File: config.mk
export PLATFORM = sky130hd
export DESIGN_NAME = bp_fifo_2rp_ctrl
export DESIGN_NICKNAME = d
export VERILOG_FILES = /design/src/rtl/bp_fifo_pkg.sv /design/src/rtl/bp_fifo_rd_port_ctrl.sv /design/src/rtl/bp_fifo_2rp_ctrl.sv
export SDC_FILE = /design/constraint.sdc
export NUM_CORES = 1
export LEC_CHECK = 0
export ABC_AREA = 1
export CAP_MARGIN = 20
export CORE_UTILIZATION = 37
export CTS_BUF_LIST = sky130_fd_sc_hd__clkbuf_4
export DETAILED_ROUTE_END_ITERATION = 6
export GPL_TIMING_DRIVEN = 0
export PLACE_DENSITY_LB_ADDON = 0.05
export SETUP_SLACK_MARGIN = 0.15
export SLEW_MARGIN = 10
export SYNTH_ARGS = -nofsm -noshare
export SYNTH_HDL_FRONTEND = slang
export SYNTH_HIERARCHICAL = 1
export SYNTH_SLANG_ARGS = --single-unit
File: constraint.sdc
create_clock -name clk_i -period 2.5 [get_ports clk_i]
set_input_delay 0.625 -clock clk_i [delete_from_list [all_inputs] [get_ports clk_i]]
set_output_delay 0.625 -clock clk_i [all_outputs]
set_load 0.02 [all_outputs]
File: src/rtl/bp_fifo_pkg.sv
// bp_fifo_pkg
//   Shared helpers for the 2-read-port broadcast FIFO controller.
//   safe_clog2 : ceil(log2(n)), never less than 1 (a 1-entry address still needs 1 bit)
//   ptr_width  : address width plus one wrap bit, so full and empty stay distinguishable
package bp_fifo_pkg;

  function automatic int safe_clog2(input int n);
    return (n <= 1) ? 1 : $clog2(n);
  endfunction

  function automatic int ptr_width(input int els);
    return safe_clog2(els) + 1;
  endfunction

endpackage

File: src/rtl/bp_fifo_rd_port_ctrl.sv
// bp_fifo_rd_port_ctrl
//   Per-consumer read sequencer. It issues sync-memory reads so the head word
//   is held in the memory output register, and it tracks whether that head is
//   still owned by the consumer.
// Ports
//   clk_i, reset_i : clock and synchronous active-high reset
//   w_ptr_i        : producer write pointer, including the wrap bit
//   yumi_i         : consumer takes the head this cycle
//   v_o            : head valid
//   rd_o           : memory read enable for this port
//   addr_o         : memory read address for this port
//   occ_o          : entries written but not yet read-issued on this port
module bp_fifo_rd_port_ctrl
  import bp_fifo_pkg::*;
#(
  parameter  int els_p        = 16,
  localparam int lg_els_lp    = safe_clog2(els_p),
  localparam int ptr_width_lp = ptr_width(els_p)
) (
  input  logic                    clk_i,
  input  logic                    reset_i,
  input  logic [ptr_width_lp-1:0] w_ptr_i,
  input  logic                    yumi_i,
  output logic                    v_o,
  output logic                    rd_o,
  output logic [lg_els_lp-1:0]    addr_o,
  output logic [ptr_width_lp-1:0] occ_o
);

  logic [ptr_width_lp-1:0] r_ptr;
  logic                    r_valid;
  logic                    w_rd;

  // Wrap-bit arithmetic: the difference is the occupancy modulo 2*els_p.
  assign occ_o  = w_ptr_i - r_ptr;

  // Refill the output register whenever it is empty or being consumed this
  // cycle. The slot is released here, not at yumi: the word now lives in the
  // memory output latch until the next read on this port.
  assign w_rd   = (occ_o != '0) & (~r_valid | yumi_i) & ~reset_i;

  assign rd_o   = w_rd;
  assign addr_o = r_ptr[lg_els_lp-1:0];
  // Masked by reset so a consumer never sees a head that is being discarded.
  assign v_o    = r_valid & ~reset_i;

  always_ff @(posedge clk_i) begin
    if (reset_i) begin
      r_ptr   <= '0;
      r_valid <= 1'b0;
    end else if (w_rd) begin
      r_ptr   <= r_ptr + ptr_width_lp'(1);
      r_valid <= 1'b1;
    end else if (yumi_i) begin
      r_valid <= 1'b0;
    end
  end

endmodule

File: src/rtl/bp_fifo_2rp_ctrl.sv
// bp_fifo_2rp_ctrl
//   Pointer and flow-control sequencer for a broadcast FIFO built on a
//   2-read/1-write sync-read memory. One producer (valid/ready) feeds two
//   independent consumers (valid/yumi); each consumer sees every entry once,
//   in order. The memory itself is instantiated by the parent.
// Ports
//   clk_i, reset_i            : clock and synchronous active-high reset
//   v_i, data_i, ready_o      : producer handshake
//   v0_o/v1_o, data0_o/data1_o: consumer head valid and data
//   yumi0_i/yumi1_i           : consumer takes the head
//   mem_w_*                   : memory write port
//   mem_r0_*/mem_r1_*         : memory read ports; data is valid the cycle after v
module bp_fifo_2rp_ctrl
  import bp_fifo_pkg::*;
#(
  parameter  int width_p      = 16,
  parameter  int els_p        = 16,
  localparam int lg_els_lp    = safe_clog2(els_p),
  localparam int ptr_width_lp = ptr_width(els_p)
) (
  input  logic                 clk_i,
  input  logic                 reset_i,

  input  logic                 v_i,
  input  logic [width_p-1:0]   data_i,
  output logic                 ready_o,

  output logic                 v0_o,
  output logic [width_p-1:0]   data0_o,
  input  logic                 yumi0_i,
  output logic                 v1_o,
  output logic [width_p-1:0]   data1_o,
  input  logic                 yumi1_i,

  output logic                 mem_w_v_o,
  output logic [lg_els_lp-1:0] mem_w_addr_o,
  output logic [width_p-1:0]   mem_w_data_o,
  output logic                 mem_r0_v_o,
  output logic [lg_els_lp-1:0] mem_r0_addr_o,
  input  logic [width_p-1:0]   mem_r0_data_i,
  output logic                 mem_r1_v_o,
  output logic [lg_els_lp-1:0] mem_r1_addr_o,
  input  logic [width_p-1:0]   mem_r1_data_i
);

  localparam logic [ptr_width_lp-1:0] els_lp = ptr_width_lp'(els_p);

  logic [ptr_width_lp-1:0] r_w_ptr;
  logic [ptr_width_lp-1:0] w_occ0, w_occ1;
  logic                    w_full;
  logic                    w_we;

  bp_fifo_rd_port_ctrl #(.els_p(els_p)) u_rd0 (
    .clk_i   (clk_i),
    .reset_i (reset_i),
    .w_ptr_i (r_w_ptr),
    .yumi_i  (yumi0_i),
    .v_o     (v0_o),
    .rd_o    (mem_r0_v_o),
    .addr_o  (mem_r0_addr_o),
    .occ_o   (w_occ0)
  );

  bp_fifo_rd_port_ctrl #(.els_p(els_p)) u_rd1 (
    .clk_i   (clk_i),
    .reset_i (reset_i),
    .w_ptr_i (r_w_ptr),
    .yumi_i  (yumi1_i),
    .v_o     (v1_o),
    .rd_o    (mem_r1_v_o),
    .addr_o  (mem_r1_addr_o),
    .occ_o   (w_occ1)
  );

  // The slower port sets the fill level. No write-through-read when full:
  // that keeps the write and read addresses distinct in every cycle.
  assign w_full       = (w_occ0 == els_lp) | (w_occ1 == els_lp);
  assign ready_o      = ~w_full & ~reset_i;
  assign w_we         = v_i & ready_o;

  assign mem_w_v_o    = w_we;
  assign mem_w_addr_o = r_w_ptr[lg_els_lp-1:0];
  assign mem_w_data_o = data_i;

  // The memory output register is the head storage for each port.
  assign data0_o      = mem_r0_data_i;
  assign data1_o      = mem_r1_data_i;

  always_ff @(posedge clk_i) begin
    if (reset_i)   r_w_ptr <= '0;
    else if (w_we) r_w_ptr <= r_w_ptr + ptr_width_lp'(1);
  end

endmodule

==> load_flow_metrics.sql <==
INSERT INTO impl_metrics (metric_group, metric, value, unit) VALUES
('outcome', 'run_status', 'complete, but fails checks', ''),
('outcome', 'violations_in_the_final_reports', 'setup timing', ''),
('flow_run', 'number_of_max_cap_violations', '0', ''),
('clocking', 'cts_buffers', '3', ''),
('cells_and_area', 'insertedDiodeCount', '0', ''),
('floorplan', 'top_level_ports', '119', ''),
('critical_path', 'crit-reg2reg-capture', 'u_rd0/r_ptr[4]', ''),
('critical_path', 'slowest_stage', 'sky130_fd_sc_hd__fa_2', ''),
('critical_path', 'worst_ep_arrival_time', '2.09', 'ns'),
('synth', 'post_synth_inst_count', '264', ''),
('pwr', 'proportion_of_power_drawn_by_combinational_gates', '74.7', '%'),
('timing', 'fmaxAchievable', '368.7', 'MHz'),
('timing', 'layout_worst_path_cycle_share', '108.5', '%'),
('global_route', 'number_of_antenna_violations_at_the_first_check_in_global_routing', '0', ''),
('global_route', 'global_route_wire_length_before_repair', '6.334', 'mm'),
('clocking', 'cts.hold.buffers_added', '0', ''),
('detailed_routing', 'drt-initial-drc-count', '62', ''),
('floorplan', 'initial_core_util', '39.67', '%'),
('cells_and_area', 'area.growth.synth_to_final', '65.34', '%'),
('floorplan', 'die_y', '71.49', 'um'),
('hold_path', 'hold-path-cell-count', '2', ''),
('detailed_routing', 'wl_per_cell', '9.940', 'um'),
('hold_path', 'timing.hold.worst_endpoint', 'u_rd1/r_ptr[4]', ''),
('floorplan', 'design.die.area', '5111', 'um2'),
('floorplan', 'fp-row-count', '24', ''),
('detailed_routing', 'detail_route.drc_violations', '0', ''),
('critical_path', 'critical_path.most_common_cell', 'sky130_fd_sc_hd__inv_4', ''),
('synth', 'synth-seq-area-share', '19.05', '%'),
('pwr', 'clock_power_share', '7.2', '%'),
('placed_design', 'gp_congestion', '0.7910', ''),
('floorplan', 'die_w', '71.49', 'um'),
('clocking', 'cts_max_path_buffers', '2', ''),
('cells_and_area', 'stdcell_count', '414', ''),
('pwr', 'power_per_cell_area', '727.4', 'nW/um2'),
('timing', 'setup_viol_count_final', '4', ''),
('hold_path', 'worstHoldPathType', 'flip-flop to flip-flop', ''),
('hold_path', 'hold_path_startpoint', 'u_rd1/r_ptr[4]', ''),
('detailed_routing', 'ant_nets', '0', ''),
('timing', 'worst_slew_margin_relative_to_its_limit', '76.33', '%'),
('synth', 'syn-mean-instance-area', '6.768', 'um2'),
('pwr', 'internal_power', '1184', 'uW'),
('clocking', 'cts_tree', 'yes', ''),
('global_route', 'grt_max_degree', '16', ''),
('cells_and_area', 'mostFrequentLayoutCell', 'sky130_fd_sc_hd__buf_4', ''),
('clocking', 'cts.clk_slew.worst_paths', '0.11', 'ns'),
('detailed_routing', 'dr.pass1.iters', '4', ''),
('synth', 'synth_cell_type_count', '19', ''),
('synth', 'netlist_area', '1787', 'um2'),
('placed_design', 'placedCellCount', '386', ''),
('placed_design', 'place_worst_setup_slack', '-0.7643', 'ns'),
('pwr', 'power.switching', '964.7', 'uW'),
('clocking', 'tritoncts_num_sinks', '17', ''),
('timing', 'final_period_minus_worst_setup_slack', '2.712', 'ns'),
('critical_path', 'stage_delay_of_the_slowest_cell_on_the_critical_path', '0.43', 'ns'),
('clocking', 'cts-root-buf', 'sky130_fd_sc_hd__clkbuf_4', ''),
('placed_design', 'dp_hpwl', '2.896', 'mm'),
('critical_path', 'worst_ep_required_time', '1.88', 'ns'),
('timing', 'tightestPinTransition', '0.3538', 'ns'),
('global_route', 'gr-usage-all-layers', '15.19', '%'),
('pwr', 'leakagePower', '0.001416', 'uW'),
('global_route', 'grt_pass1_vias', '1517', ''),
('synth', 'synth.net_count', '330', ''),
('critical_path', 'timing.critical_path.fanout_max', '4', ''),
('critical_path', 'critical_path.startpoint_type', 'flip-flop', ''),
('cells_and_area', 'layout.cells.most_common_list', 'sky130_fd_sc_hd__buf_4, sky130_fd_sc_hd__clkdlybuf4s50_1, sky130_fd_sc_hd__nand2_1, sky130_fd_sc_hd__nor2_1, sky130_fd_sc_hd__inv_1', ''),
('timing', 'worst_clock_skew', '0.004001', 'ns'),
('critical_path', 'crit_chain', 'inv_4, ha_4, inv_4, fa_2, or2_1, nor2_2, nand3_2, nand2_4, inv_2, buf_6', ''),
('pwr', 'design_power_total', '2149', 'uW'),
('detailed_routing', 'wl', '4.115', 'mm'),
('timing', 'postLayoutSetupSlackWorst', '-0.2120', 'ns'),
('timing', 'unrepaired_setup_endpoints_after_global_routing', 'true', '');
==> per-stage QoR <==
| step | setup TNS, ns | area (um2) | util (%) | hold WS, ns |
|---|---|---|---|---|
| floorplan | 0 | 1790 | - | 0.4463 |
| global placement | -3.410 | 2556 | 56.75 | 0.4667 |
| detailed placement | -3.413 | 2556 | 56.75 | 0.4693 |
| CTS | -0.7380 | 2863 | 63.56 | 0.4860 |
| global route | -1.092 | 2954 | 65.58 | 0.5083 |
| finish | -0.7093 | 2954 | 65.58 | 0.4814 |
==> sequential cells by signal, summed over array words and instances (netlist names) <==
| register | count |
|---|---|
| u_rd1/r_valid | 1 |
| u_rd0/r_valid | 1 |
| u_rd0/r_ptr | 5 |
| r_w_ptr | 5 |
| u_rd1/r_ptr | 5 |
==> worst max path at each step <==
stage | start | end | slack (ns) | depth (start not counted)
2_1_floorplan | r_w_ptr[0] | mem_r0_v_o | 0.13 | 9
4_1_cts | r_w_ptr[0] | mem_r1_v_o | -0.24 | 10
5_1_grt | r_w_ptr[0] | mem_r0_v_o | -0.31 | 10
6_report | r_w_ptr[0] | mem_r0_v_o | -0.21 | 10
3_3_place_gp | reset_i | mem_r0_v_o | -0.77 | 5
3_5_place_dp | reset_i | mem_r0_v_o | -0.76 | 5
==> kinds of logic (layout without fill, tap and decap cells) <==
group	after synthesis	count (layout)	synth area share (%)
AND/OR/NAND/NOR	116	116	30.25
buffers and inverters	98	196	33.47
flip-flops	17	17	19.05
adder cells (fa/ha/maj)	13	13	9.944
AO/OA/AOI/OAI	12	12	3.361
XOR/XNOR	8	8	3.922
==> final cells by class <==
class / instances / area, um2
Clock buffer: 3 / 22.52
Sequential cell: 17 / 364.1
Inverter: 38 / 155.1
Timing Repair Buffer: 94 / 892.1
Tap cell: 52 / 65.06
Clock inverter: 1 / 5.005
Multi-Input combinational cell: 149 / 999.7
Fill cell: 430 / 1550
Buffer: 60 / 450.4
==> layer usage <==
layer / vias to the layer above / track usage, % / share of wire (%)
met4: 0 / 1.961 / 0.44
met1: 779 / 18.17 / 42
met2: 78 / 28.47 / 49
li1: 950 / - / -
met5: - / 0 / 0
met3: 4 / 3.376 / 8.5
==> power groups by stage <==
stage | sequential [uW] | combinational (uW) | clock [uW]
global placement | 383 | 1140 | 0
finish | 389 | 1610 | 154
detailed placement | 383 | 1160 | 0
CTS | 387 | 1500 | 165
global route | 400 | 1740 | 171
floorplan | 366 | 848 | 0
==> synth_stat cells <==
cell                       n  area (um2)
sky130_fd_sc_hd__a21oi_1  12       60.06
sky130_fd_sc_hd__inv_1    34       127.6
sky130_fd_sc_hd__or2_1     4       25.02
sky130_fd_sc_hd__fa_1      2       40.04
sky130_fd_sc_hd__ha_1     11       137.6
sky130_fd_sc_hd__nand2_2   3       18.77
sky130_fd_sc_hd__inv_2     3       11.26
sky130_fd_sc_hd__dfxtp_1  17       340.3
sky130_fd_sc_hd__xor2_1    8       70.07
sky130_fd_sc_hd__nor2_4    1       11.26
sky130_fd_sc_hd__nand3_2   4       40.04
sky130_fd_sc_hd__nand4_1   2       12.51
sky130_fd_sc_hd__nand2_4   2       22.52
sky130_fd_sc_hd__nand3_1  26       130.1
sky130_fd_sc_hd__nand2_1  41       153.9
sky130_fd_sc_hd__buf_4    60       450.4
sky130_fd_sc_hd__nor2_2    1       6.260
sky130_fd_sc_hd__inv_6     1       8.760
sky130_fd_sc_hd__nor2_1   32       120.1
==> timing repair <==
| item | in CTS | in global routing |
|---|---|---|
| setup endpoints to repair | 6 | 4 |
| setup buffers | 19 | 5 |
| pin swaps | 24 | 7 |
| resized for setup | 68 | 14 |
==> worst max-delay path: cells and delay by family (launching register included) <==
| kind | cells | cell delay [ns] |
|---|---|---|
| adder cells (fa/ha/maj) | 2 | 0.58 |
| buffers and inverters | 4 | 0.25 |
| flip-flops | 1 | 0.40 |
| AND/OR/NAND/NOR | 4 | 0.56 |
No activity file was read; power rests on OpenSTA's default activity.
